**config.mk**
```make
export PLATFORM = sky130hd
export DESIGN_NAME = button_pulse_gen
export DESIGN_NICKNAME = d
export VERILOG_FILES = /design/src/rtl/button_pulse_gen.sv
export SDC_FILE = /design/constraint.sdc
export NUM_CORES = 1
export LEC_CHECK = 0
export CORE_MARGIN = 2
export CORE_UTILIZATION = 50
export CTS_BUF_LIST = sky130_fd_sc_hd__clkbuf_4
export DETAILED_ROUTE_END_ITERATION = 12
export PLACE_DENSITY = 0.85
export SLEW_MARGIN = 10
export SYNTH_ARGS = -nofsm -noshare
export SYNTH_HDL_FRONTEND = slang
export SYNTH_SLANG_ARGS = --single-unit
```
**constraint.sdc**
```tcl
create_clock -name clk -period 1.64 [get_ports clk]
set_input_delay 0.41 -clock clk [delete_from_list [all_inputs] [get_ports clk]]
set_output_delay 0.41 -clock clk [all_outputs]
set_load 0.02 [all_outputs]
```
**src/rtl/button_pulse_gen.sv**
```systemverilog
// Push-button front end: synchronises a raw bouncing button level and
// debounces it in both directions. Each accepted press produces one
// single-cycle trigger pulse for the lamp timer, plus a status level,
// a busy flag and a wrapping press counter.
module button_pulse_gen #(
    parameter int DEBOUNCE_CYCLES = 500,  // stable samples to accept a press or a release, >= 2
    parameter int CNT_W           = 8     // press_count width
) (
    input  logic             clk,
    input  logic             rstn,        // synchronous, active-high reset
    input  logic             btn_in,      // raw level, asynchronous to clk
    output logic             pulse,
    output logic             level,
    output logic             busy,
    output logic [CNT_W-1:0] press_count
);

    localparam int            DW    = $clog2(DEBOUNCE_CYCLES);
    localparam logic [DW-1:0] DLAST = DW'(DEBOUNCE_CYCLES - 1);

    typedef enum logic [1:0] {
        IDLE     = 2'd0,
        PRESS_DB = 2'd1,
        HELD     = 2'd2,
        REL_DB   = 2'd3
    } state_t;

    logic             s1;
    logic             btn_sync;
    state_t           state, state_nx;
    logic [DW-1:0]    dcnt, dcnt_nx;
    logic             pulse_nx;
    logic             level_nx;
    logic [CNT_W-1:0] count_nx;

    // Two-flop synchroniser; btn_sync is the only view of the button the FSM has.
    always_ff @(posedge clk) begin
        if (rstn) begin
            s1       <= 1'b0;
            btn_sync <= 1'b0;
        end else begin
            s1       <= btn_in;
            btn_sync <= s1;
        end
    end

    // Debounce FSM next state, counter and registered-output next values.
    always_comb begin
        state_nx = state;
        dcnt_nx  = dcnt;
        pulse_nx = 1'b0;
        level_nx = level;
        count_nx = press_count;
        unique case (state)
            IDLE: begin
                if (btn_sync) begin
                    state_nx = PRESS_DB;
                    dcnt_nx  = '0;
                end
            end
            PRESS_DB: begin
                // Any low sample throws away partial qualification.
                if (!btn_sync) begin
                    state_nx = IDLE;
                end else if (dcnt == DLAST) begin
                    state_nx = HELD;
                    pulse_nx = 1'b1;
                    level_nx = 1'b1;
                    count_nx = press_count + 1'b1;
                end else begin
                    dcnt_nx = dcnt + 1'b1;
                end
            end
            HELD: begin
                if (!btn_sync) begin
                    state_nx = REL_DB;
                    dcnt_nx  = '0;
                end
            end
            REL_DB: begin
                // A high sample here is release bounce: back to HELD without a new pulse.
                if (btn_sync) begin
                    state_nx = HELD;
                end else if (dcnt == DLAST) begin
                    state_nx = IDLE;
                    level_nx = 1'b0;
                end else begin
                    dcnt_nx = dcnt + 1'b1;
                end
            end
            default: state_nx = IDLE;
        endcase
    end

    // State, counter and output registers; busy tracks the state being entered.
    always_ff @(posedge clk) begin
        if (rstn) begin
            state       <= IDLE;
            dcnt        <= '0;
            pulse       <= 1'b0;
            level       <= 1'b0;
            busy        <= 1'b0;
            press_count <= '0;
        end else begin
            state       <= state_nx;
            dcnt        <= dcnt_nx;
            pulse       <= pulse_nx;
            level       <= level_nx;
            busy        <= (state_nx != IDLE);
            press_count <= count_nx;
        end
    end

endmodule

```
==> impl_results.md <==
- Outcome: finished, violations left
- Failing checks: negative setup slack
- Max-slew violations: 0
- Required time of the critical path: 1910 ps
- Avg Cell Area, Syn: 8.77 um2
- Total power: 1.07 mW
- Die W: 49.5 um
- CORE AREA: 1960 um2
- CTS tree: built
- 1st-iter DRT viols: 15
- Via Count: 983
- Post-synth EDFFs: 0
- Clock Skews: 9.67 ps
- Crit-path cells: ha_4 -> nand4b_1 -> or4_4 -> or3_1 -> a21oi_2
- Maximum VDD drop: 0.000697 V
- DR WL/cell: 13.7 um
- YS warnings: 0
- Ys flop type: dfxtp_1
- DR DRC count: 0
- Final Setup Violations: 7
- Clk_lat worst skew: 330 ps
- Total GRT Usage: 21.9%
- Worst slew pin tran: 485 ps
- Post-synthesis mux area share: 0%
- Sw frac: 20.3%
- Gpl congestion: 0.799
- Area growth syn-to-layout: 40.1%
- Final HPWL DP: 1.66 mm
- Compound-Gate Fraction of Synth Area: 11.6%
- CP peak stage delay: 480 ps
- Design area: 1450 um2
- Yosys reg bits: 24
- CTS max path bufs: 2
- Port Buffers: 13
- Synthesized instance count: 118
- Io pins: 14
- Share of power burned in registers: 55.3%
- Final Hold Viols: 0
- Seq/Total Area, Yosys: 46.4%
- Net Sw Power: 0.218 mW
- HP Start: s1
- Die height: 49.5 um
- Power Dens Cells: 740 nW/um2
- Critical path peak fanout: 6
- Class of the worst hold path: reg -> reg
- Slowest-stage cell, CP: or4_4
- Share of post-route cells with drive strength above 1: 27.5%
- DP Area: 1320 um2
- Int Pwr: 0.855 mW
- Worst hold path cell count: 1
- Clock network power share: 40.5%
- Worst EP arrival: 1950 ps
- Worst flop-to-flop path startpoint: dcnt[1]
- FMAX: 0.595 GHz
- Async S/R FF share, synth: 0%
- Clock slew at reported path FFs: 140 ps
- Drt via density: 5.59
- Post-synthesis xor/xnor area fraction: 8.46%
- Leakage: 0.526 nW
- CTS root buffer: clkbuf_4
- Tmin final: 1680 ps
- R2R setup slack: -40 ps
- RR Endpoint: press_count[7]
- Smallest hold slack: 451 ps
- Crit. End Element: register
- Post-synth top area share: 46.4%
- Synth area leaders: dfxtp_1 (46%), xnor2_1 (6.8%), a21oi_1 (5.3%), nand2_1 (4.4%), nor2_1 (3.6%)
- Filler instances: 159
- Routed Wire Length: 2.41 mm
- Synth Cell Area: 1030 um2
- Dpl ws: -108 ps
- Post-Synth Adder-Cell Area: 2.42%
- Max-Cap Viols: 0
- Largest net degree at the start of global routing: 18
- Main combinational cell family by area after synthesis: simple AND/OR/NAND/NOR gates
- Final Util: 73.9%
- Cell row count: 16
- Cell variety after synth: 28
- First-pass iteration count of the detailed router: 4
- Ant diodes: 0
- Biggest area consumer among synthesized cells: dfxtp_1
- Relative slew slack: 67.6%
- Nets: 155
- CTS HTree Levels: 1
- GRT overflow: 0
- Setup TNS: -106 ps
- Initial core utilization: 52.7%
- Reg2Reg Depth: 5
- First-pass GRT wire length: 4.14 mm
- Initial antenna violation count: 0
- CTS sink count: 24
- Post-synthesis simple-gate area fraction: 28.5%
- Comb power frac: 4.1%
- Vias in the first global route: 958
- Placed instance count: 170
- Post-Layout Cell Count: 176
- Final worst slack: -39.8 ps
- Hold Crit Endpoint: btn_sync
- Tcrit/Tclk final: 102%
- CP Launch Type: register
- Unrepaired setup endpoints after global routing: yes
- CP Class: reg -> reg
- Post-route antenna net violation count: 0
- CTS buffer count: 3
- Die area: 2450 um2
- Synth Net Count: 123
[logic make-up after synthesis]
| group | Yosys count |
|---|---|
| fa+ha+maj | 2 |
| buf+inv | 7 |
| flops | 24 |
| simple gates | 53 |
| xor+xnor | 10 |
| compound gates | 22 |
[cells in the final DEF (no fill, tap or decap), types with 6 or more instances in the layout]
cell	n
dfxtp_1	20
buf_4	15
nand2_1	11
dlygate4sd2_1	11
nor2_1	10
xnor2_1	8
a21oi_1	6
[critical path, delay by kind of cell, from the launching register on]
kind / cells / cell delay [ps]
compound gates: 1 / 140
fa+ha+maj: 1 / 130
flops: 1 / 380
simple gates: 3 / 970
[how the worst max path moves through the flow]
| stage | from | endpoint | slack (ps) | depth (start not counted) |
|---|---|---|---|---|
| after global routing | dcnt[1] | press_count[7] | -100 | 5 |
| after global placement | dcnt[1] | press_count[7] | -5 | 5 |
| final | dcnt[1] | press_count[7] | -40 | 5 |
| after CTS | dcnt[1] | press_count[7] | -30 | 5 |
| after floorplan | dcnt[1] | press_count[5] | -10 | 6 |
| after detailed placement | dcnt[1] | press_count[7] | -110 | 5 |
[cell usage after synthesis (all sizes together) (2+ instances only)]
master and instances:
a21oi 11, clkbuf 3, dfxtp 24, ha 2, inv 4, nand2 12
nand2b 3, nand3 2, nand4 3, nand4b 2, nor2 10, nor2b 2
nor3 3, nor4 5, o21ai 7, or3 5, or3b 2, xnor2 8
xor2 2
[state kept, by name, summed over array words and instances (netlist names)]
register,cells
btn_sync,1
busy,1
dcnt,9
level,1
press_count,8
pulse,1
s1,1
state,2
[cell type report]
class	instances	area, um2	share of cell area [%]
well taps	27	33.8	2.33
clock buffers	3	22.5	1.55
multi-input cells	88	623	43.0
inverters	4	15.0	1.04
clock inverters	1	30.0	2.07
flip-flops and latches	24	485	33.5
repair buffers	29	240	16.6
[repair_timing]
item                                    4_1_cts  5_1_grt
gates resized for setup                      17       13
gates cloned                                  1        0
pin swaps                                     1        2
endpoints found under the setup margin       18       13
hold buffers                                  0        0
setup buffers                                 1        0
[per-layer routing]
layer | global-route usage, % | share of wire (%) | vias up
li1 | - | - | 482
met5 | 0 | 0 | -
met4 | 9.72 | 2.3 | 0
met2 | 39.2 | 52 | 28
met3 | 4.55 | 4.0 | 9
met1 | 24.9 | 42 | 464
[power by group through the flow]
stage	Clock, mW	Combinational [mW]	Sequential, mW
2_1_floorplan	0	0.0187	0.610
3_3_place_gp	0	0.0408	0.606
3_5_place_dp	0	0.0420	0.606
4_1_cts	0.437	0.0416	0.593
5_1_grt	0.460	0.0489	0.595
6_report	0.435	0.0443	0.594
Note: power is estimated with default switching activity, not from simulation.
